==> src/rtl/atan2_vectoring.sv <==
// atan2_vectoring: iterative CORDIC, vectoring mode.
// Rotates (X, Y) onto the +x axis and accumulates the rotation angle, which
// gives atan2(Y, X) as a 16-bit binary angle (0x10000 = 360 deg) together with
// the gain-compensated vector length.
//
// Ports
//   Clk_i    clock, rising edge
//   Rst_i    asynchronous reset, active low
//   X_i/Y_i  signed Q1.14 vector components
//   Start_i  request, only looked at in IDLE or DONE
//   Angle_o  binary angle 0x0000..0xFFFF
//   Mag_o    unsigned Q1.14 magnitude
//   Busy_o   computation in progress
//   Done_o   result valid, held until the next accepted Start_i
//
// Latency: Done_o rises on the (ITER+2)th edge after the edge sampling
// Start_i (ITER+3 edges counting the sampling edge). ITER is legal in 8..16.
module atan2_vectoring #(
  parameter int ITER = 14
) (
  input  logic        Clk_i,
  input  logic        Rst_i,
  input  logic [15:0] X_i,
  input  logic [15:0] Y_i,
  input  logic        Start_i,
  output logic [15:0] Angle_o,
  output logic [15:0] Mag_o,
  output logic        Busy_o,
  output logic        Done_o
);

  typedef enum logic [2:0] {S_IDLE, S_PRE, S_ITER, S_SCALE, S_DONE} state_t;

  localparam logic [3:0] LAST = 4'(ITER - 1);

  state_t             state, state_nxt;
  logic signed [17:0] x, y;
  logic signed [17:0] xs, ys;
  logic        [15:0] z;
  logic        [3:0]  i;
  logic               zero;
  logic signed [35:0] xw, prod;
  logic signed [20:0] mag_full;
  logic        [15:0] mag_sat;

  function automatic logic [15:0] atan_lut(input logic [3:0] k);
    case (k)
      4'd0:    atan_lut = 16'h2000;
      4'd1:    atan_lut = 16'h12E4;
      4'd2:    atan_lut = 16'h09FB;
      4'd3:    atan_lut = 16'h0511;
      4'd4:    atan_lut = 16'h028B;
      4'd5:    atan_lut = 16'h0146;
      4'd6:    atan_lut = 16'h00A3;
      4'd7:    atan_lut = 16'h0051;
      4'd8:    atan_lut = 16'h0029;
      4'd9:    atan_lut = 16'h0014;
      4'd10:   atan_lut = 16'h000A;
      4'd11:   atan_lut = 16'h0005;
      4'd12:   atan_lut = 16'h0003;
      4'd13:   atan_lut = 16'h0001;
      4'd14:   atan_lut = 16'h0001;
      default: atan_lut = 16'h0000;
    endcase
  endfunction

  // State register
  always_ff @(posedge Clk_i or negedge Rst_i)
    if (!Rst_i) state <= S_IDLE;
    else        state <= state_nxt;

  // Next-state logic
  always_comb begin
    state_nxt = state;
    case (state)
      S_IDLE, S_DONE: if (Start_i) state_nxt = S_PRE;
      S_PRE:          state_nxt = S_ITER;
      S_ITER:         if (i == LAST) state_nxt = S_SCALE;
      S_SCALE:        state_nxt = S_DONE;
      default:        state_nxt = S_IDLE;
    endcase
  end

  // Status outputs follow the state register directly, so reset clears them
  // and an accepted Start drops Done_o on the same edge it raises Busy_o.
  always_comb begin
    Busy_o = (state == S_PRE) || (state == S_ITER) || (state == S_SCALE);
    Done_o = (state == S_DONE);
  end

  // Micro-rotation shifts use the pre-update x and y.
  assign xs = x >>> i;
  assign ys = y >>> i;

  // Gain compensation: x * (1/K in Q0.15) >> 15. After convergence x is never
  // negative; clamp anyway and saturate the top end to 16 bits unsigned.
  assign xw       = 36'(x);
  assign prod     = xw * 36'sd19898;
  assign mag_full = 21'(prod >>> 15);

  always_comb begin
    if (mag_full[20])         mag_sat = 16'h0000;
    else if (|mag_full[19:16]) mag_sat = 16'hFFFF;
    else                      mag_sat = mag_full[15:0];
  end

  // Datapath. 18-bit x/y leave room for negating -32768 and for the ~1.65x
  // CORDIC growth of a full-scale diagonal vector.
  always_ff @(posedge Clk_i or negedge Rst_i) begin
    if (!Rst_i) begin
      x       <= '0;
      y       <= '0;
      z       <= '0;
      i       <= '0;
      zero    <= 1'b0;
      Angle_o <= '0;
      Mag_o   <= '0;
    end else begin
      case (state)
        S_IDLE, S_DONE: begin
          if (Start_i) begin
            x <= {{2{X_i[15]}}, X_i};
            y <= {{2{Y_i[15]}}, Y_i};
          end
        end
        S_PRE: begin
          i    <= '0;
          // The null vector would otherwise converge to an arbitrary angle.
          zero <= (x == '0) && (y == '0);
          // Left half-plane: rotate by 180 deg so the iterations only have
          // to cover +-90 deg.
          if (x < 0) begin
            x <= -x;
            y <= -y;
            z <= 16'h8000;
          end else begin
            z <= 16'h0000;
          end
        end
        S_ITER: begin
          if (!y[17]) begin
            x <= x + ys;
            y <= y - xs;
            z <= z + atan_lut(i);
          end else begin
            x <= x - ys;
            y <= y + xs;
            z <= z - atan_lut(i);
          end
          i <= i + 4'd1;
        end
        S_SCALE: begin
          Angle_o <= zero ? 16'h0000 : z;
          Mag_o   <= zero ? 16'h0000 : mag_sat;
        end
        default: ;
      endcase
    end
  end

endmodule

==> config.mk <==
export PLATFORM = sky130hd
export DESIGN_NAME = atan2_vectoring
export DESIGN_NICKNAME = d
export VERILOG_FILES = /design/src/rtl/atan2_vectoring.sv
export SDC_FILE = /design/constraint.sdc
export NUM_CORES = 1
export LEC_CHECK = 0
export CAP_MARGIN = 20
export CORE_MARGIN = 2
export CORE_UTILIZATION = 45
export CTS_CLUSTER_SIZE = 25
export DETAILED_ROUTE_END_ITERATION = 8
export SYNTH_ARGS = -nofsm -noshare
export SYNTH_HDL_FRONTEND = slang
export SYNTH_SLANG_ARGS = --single-unit
==> constraint.sdc <==
create_clock -name Clk_i -period 8.2 [get_ports Clk_i]
set_clock_uncertainty 0.15 [all_clocks]
set_input_delay 1.64 -clock Clk_i [delete_from_list [all_inputs] [get_ports Clk_i]]
set_output_delay 1.64 -clock Clk_i [all_outputs]
set_load 0.1 [all_outputs]
==> out/metrics.csv, run 1 <==
stage,metric,value,unit
outcome,outcome,"complete, no violations",
timing,rsz0062_at_grt,false,
cells_and_area,stdcell_area,16800,sq um
synth,synth-main-ff-cell,dfrtp_1,
floorplan,die_y,189,um
timing,setup_viol,0,
floorplan,start_util,45.7,%
cts,cts_tree,done,
setup_path,critPathRequiredTime,8310,ps
timing,slew_violations,0,
worst_hold_path,hold_class,flop to flop,
placement,place_congestion,0.923,
timing,tightest_slew,1050,ps
synth,ys_ff_latch,92,
worst_hold_path,whs_endpoint,Angle_o[3],
floorplan,die_area,35700,sq um
placement,hpwl,32400,um
floorplan,num_rows,67,
routing,avgRoutedWirePerCell,18.7,um
synth,synth_xor_area_share,5.62,%
worst_hold_path,min_path_cells,2,
placement,placed_cell_area,16400,sq um
global_route,antenna_found_initial,0,
worst_hold_path,hold_start,Angle_o[3],
routing,routed_wl,42000,um
synth,synth_edf_count,0,
setup_path,reg2reg_to,Mag_o[2],
cts,cts.repair.resized,0,
timing,finalSetupTns,0,ps
cts,cts.sinks,92,
setup_path,crit_arrival,7300,ps
setup_path,start_kind,flop,
timing,fin_crit,7180,ps
cts,postCtsHoldBufs,0,
timing,min_period_over_period,87.6,%
routing,drtPass1Iterations,5,
cts,clk_latency,390,ps
floorplan,boundaryPins,69,
routing,vias_per_cell,5.74,
cells_and_area,drive_above_1_share,6.84,%
synth,syn_inst,1777,
setup_path,end_kind,flop,
routing,drt_iter0_drc,896,
floorplan,coreArea,33600,sq um
cts,postCtsSetupRepairBufs,0,
global_route,grt_max_degree,55,
timing,hold_slack,332,ps
global_route,track_usage,24.7,%
cts,cts_root_buffer,clkbuf_16,
setup_path,r2r_setup_slack,1020,ps
global_route,grt_pass1_wl,69500,um
placement,place.port_buffers,68,
synth,syn_nets,2119,
synth,async_reset_ff_share,100,%
cells_and_area,final_nets,2134,
cells_and_area,syn2layout_area_growth,9.11,%
timing,fin_ws,1020,ps
timing,max_freq,139,MHz
synth,ys_warn_count,0,
setup_path,crit_type,flop to flop,
job,maxCapViolations,0,
synth,synth_top_family_by_area,adder cells,
synth,synth_adder_area_share,30.9,%
synth,synth_compound_area_share,17.1,%
routing,drtAntennaViolNets,0,
setup_path,reg2reg_from,x[12],
routing,drc_errors,0,
synth,synth_mux_area_share,9.42,%
cts,clock_path_buffers,2,
synth,avgSynthCellArea,8.65,sq um
setup_path,path_max_fanout,16,
global_route,grt-ovfl-total,0,
timing,hold_viol,0,
synth,synth_seq_area_share,15.0,%
cts,path_clk_slew,80,ps
floorplan,die_w,189,um
setup_path,reg2reg_depth,22,
cts,numCtsBuffers,9,
placement,dp_slack,1100,ps
routing,vias,12900,
synth,yosys.area_share.simple,12.9,%
synth,ys_types,80,
timing,slew_headroom,29.5,%
global_route,grt_pass1_vias,12700,
synth,synth_area,15400,sq um
cts,h-tree-depth,3,
[state kept, by name, summed over array words and instances (netlist names)]
register / flops
i: 4
state: 3
Mag_o: 16
zero: 1
x: 18
y: 18
Angle_o: 16
z: 16
[cell usage after synthesis (29+ instances only)]
library cell,count,area share (%)
a21oi_1,99,3.2
clkbuf_1,67,1.6
dfrtp_1,92,15
fa_1,120,16
ha_1,187,15
inv_1,275,6.7
mux4_2,41,6.0
nand2_1,123,3.0
nor2_1,132,3.2
nor3_1,29,0.94
o21ai_0,85,2.8
xnor2_1,61,3.5
xor2_1,35,2.0
[cells by family after synthesis]
family	Yosys count
flip-flops	92
AND/OR/NAND/NOR	419
buffers and inverters	366
adder cells (fa/ha/maj)	307
XOR/XNOR	97
multiplexers	87
AO/OA/AOI/OAI	409
[metal layers]
metal,vias up,track usage (%),wire length [um]
li1,6147,-,-
met1,6362,36.2,19900
met2,349,38.0,18800
met3,41,3.86,2560
met4,0,6.19,747
met5,-,0,0
[metrics by stage]
stage | std cells | utilization (%)
global route | 2245 | 49.9
detailed placement | 2228 | 48.9
finish | 2246 | 49.9
CTS | 2244 | 49.8
floorplan | 1777 | -
global placement | 2228 | 48.9
[layout make-up]
class | count | area (sq um)
diodes | 1 | 2.50
clock buffers | 10 | 229
clock inverters | 6 | 100
fillers | 3273 | 16800
inverters | 281 | 1050
multi-input cells | 1319 | 11700
flip-flops and latches | 92 | 2300
well taps | 448 | 561
repair buffers | 89 | 843
[cells in the final DEF (no fill, tap or decap), drive strengths merged, types with 14 or more instances in the layout]
cell type      count
a211oi            15
a21o              21
a21oi             99
a221oi            19
a31oi             22
and3              14
buf               22
clkdlybuf4s50     67
dfrtp             92
fa               120
ha               187
inv              282
mux2              22
mux2i             22
mux4              43
nand2            123
nand2b            25
nand3             24
nor2             132
nor3              30
o21a              22
o21ai             99
o22ai             20
or3               18
xnor2             61
xor2              35
[worst max-delay path, stage by stage, from the launching register on]
cell and delay [ps]:
dfrtp_1 660, inv_1 250, ha_1 370, inv_1 90
fa_1 540, inv_1 50, fa_1 520, fa_1 440
fa_1 550, inv_1 50, fa_1 530, inv_1 40
ha_1 340, a21oi_1 140, o21ai_0 190, a211o_1 330
o311a_1 360, o211ai_1 430, nand2_1 140, a221oi_1 320
mux2i_1 220, buf_4 220, o21ai_0 110
[worst max-delay path by stage]
stage	start	end	slack (ps)	depth (start not counted)
final	x[12]	Mag_o[2]	1020	22
after global routing	x[8]	Mag_o[3]	630	22
after CTS	x[12]	Mag_o[2]	1080	22
after detailed placement	x[8]	Mag_o[2]	1100	22
after global placement	x[12]	Mag_o[1]	1280	22
after floorplan	x[17]	Mag_o[10]	730	21
Power of run 1 is not shown: default switching activity piles up to over one toggle a cycle in this logic, so the estimate is an artifact.
==> run 2: changes to the inputs <==
--- a/config.mk
+++ b/config.mk
@@ -8,7 +8,8 @@
 export CAP_MARGIN = 20
 export CORE_MARGIN = 2
 export CORE_UTILIZATION = 45
-export CTS_CLUSTER_SIZE = 25
+export CTS_CLUSTER_DIAMETER = 120
+export CTS_CLUSTER_SIZE = 10
 export DETAILED_ROUTE_END_ITERATION = 8
 export SYNTH_ARGS = -nofsm -noshare
 export SYNTH_HDL_FRONTEND = slang
==> results of run 2 <==
Final layout, timing and power as in run 1 (identical DEF).
Power of run 2 is left out for the same reason.
==> run 3: changes to the inputs <==
==> constraint.sdc (replaced) <==
create_clock -name Clk_i -period 8.7 [get_ports Clk_i]
set_clock_uncertainty 0.15 [all_clocks]
set_input_delay 1.74 -clock Clk_i [delete_from_list [all_inputs] [get_ports Clk_i]]
set_output_delay 1.74 -clock Clk_i [all_outputs]
set_load 0.1 [all_outputs]
==> run 3 against run 2 <==
  * Utilization decreased by 0.17 points
  * Cell area decreased by 0.34%
  * Setup slack improved by 430 ps
  * Die area unchanged
  * Via count decreased by 0.33%
  * Maximum frequency decreased by 0.91%
  * Highest routed layer unchanged
==> out/metrics.csv, run 3 (synthesis results as in run 1) <==
stage,metric,value,unit
outcome,outcome,"complete, no violations",
timing,setup_viol,0,
cells_and_area,multi_input_area,11700,sq um
job,maxCapViolations,0,
setup_path,slowest_stage,dfrtp_1,
routing,routed_wl,41900,um
cts,h-tree-depth,3,
setup_path,path_max_fanout,16,
cells_and_area,layoutNonFillerInstCount,2241,
timing,min_period_over_period,83.3,%
floorplan,die_w,189,um
routing,avgRoutedWirePerCell,18.7,um
cts,cts_root_buffer,clkbuf_16,
timing,tightest_slew,1190,ps
timing,rsz0062_at_grt,false,
cells_and_area,fill_cells,3182,
cells_and_area,largest_registers,"x (18), y (18)",
floorplan,start_util,45.7,%
cts,path_clk_slew,80,ps
setup_path,crit_cells,22,
timing,fin_ws,1450,ps
setup_path,crit_arrival,7340,ps
worst_hold_path,hold_class,flop to flop,
cts,postCtsHoldBufs,0,
placement,dp.cells,2224,
floorplan,die_area,35700,sq um
global_route,grt_max_degree,53,
cells_and_area,antenna_cells,0,
cells_and_area,drive_above_1_share,6.64,%
placement,dp_slack,1490,ps
setup_path,start_kind,flop,
global_route,antenna_found_initial,0,
setup_path,reg2reg_depth,22,
floorplan,die_y,189,um
cts,clock_path_buffers,2,
setup_path,critPathRequiredTime,8790,ps
setup_path,critical_path_buf_inv_count,6,
routing,drtAntennaViolNets,0,
cells_and_area,final_cell_mix,"inv_1 (275), ha_1 (187), nor2_1 (130)",
global_route,grt_pass1_wl,68100,um
routing,drtPass1Iterations,7,
cells_and_area,final_nets,2130,
cells_and_area,final_common_cell,inv_1,
setup_path,crit_type,flop to flop,
worst_hold_path,min_path_cells,2,
cts,postCtsSetupRepairBufs,0,
routing,drt_iter0_drc,932,
floorplan,num_rows,67,
cts,numCtsBuffers,9,
floorplan,coreArea,33600,sq um
timing,slew_headroom,20.7,%
timing,fin_crit,7250,ps
floorplan,boundaryPins,69,
timing,slew_violations,0,
routing,vias_per_cell,5.74,
setup_path,end_kind,flop,
setup_path,path_cells,inv_1 > ha_1 > inv_1 > fa_1 > fa_1 > inv_1 > fa_1 > fa_1 > inv_1 > fa_1 > inv_1 > ha_1 > a21oi_1 > nand2_1 > o311a_1 > o311a_1 > o211ai_1 > nand2_1 > a221oi_1 > mux2i_1 > buf_4 > o21ai_0,
global_route,track_usage,24.2,%
routing,vias,12900,
cts,clk_latency,380,ps
routing,drc_errors,0,
cells_and_area,regArea,2300,sq um
cts,cts.sinks,92,
setup_path,slowest_delay,660,ps
global_route,grt_pass1_vias,12200,
timing,max_freq,138,MHz
timing,hold_viol,0,
cts,cts_tree,done,
setup_path,path_delay_family,adder cells,
placement,place_congestion,0.931,
placement,hpwl,32500,um
placement,place.port_buffers,68,
timing,finalSetupTns,0,ps
cts,cts.repair.resized,0,
setup_path,r2r_setup_slack,1450,ps
cells_and_area,syn2layout_area_growth,8.74,%
global_route,grt-ovfl-total,0,
[run 3: stage by stage]
step | util, % | hold WS [ps] | cell area, sq um
floorplan | - | 328 | 15400
global placement | 48.8 | 311 | 16400
detailed placement | 48.8 | 315 | 16400
CTS | 49.7 | 333 | 16700
global route | 49.7 | 349 | 16700
finish | 49.7 | 325 | 16700
[run 3: tightest hold or removal path: cells and delay by family (launching register included)]
family | cells | cell delay (ps)
flip-flops | 1 | 340
AND/OR/NAND/NOR | 1 | 50
AO/OA/AOI/OAI | 1 | 50
[run 3: final cells by class]
cell class	count	share of cell area, %
repair buffers	85	4.87
inverters	281	6.31
multi-input cells	1319	69.9
flip-flops and latches	92	13.8
well taps	448	3.35
clock inverters	6	0.457
clock buffers	10	1.37
[run 3: routing by layer]
| metal | routed length (um) | track usage (%) | part of all wire [%] | up-vias |
|---|---|---|---|---|
| li1 | - | - | - | 6136 |
| met1 | 20200 | 36.5 | 48 | 6356 |
| met5 | 0 | 0 | 0 | - |
| met4 | 484 | 4.54 | 1.2 | 0 |
| met2 | 18900 | 36.8 | 45 | 337 |
| met3 | 2390 | 3.45 | 5.7 | 27 |
[run 3: worst paths after layout]
| check | startpoint | end |
|---|---|---|
| max | x[7] | Mag_o[0] |
| min | Angle_o[1] | Angle_o[1] |
| max reg2reg | x[7] | Mag_o[0] |
| min reg2reg | Angle_o[1] | Angle_o[1] |
| max in group asynchronous | Rst_i | i[0] |
| min in group asynchronous | Rst_i | Angle_o[2] |
Power of run 3 is left out for the same reason.
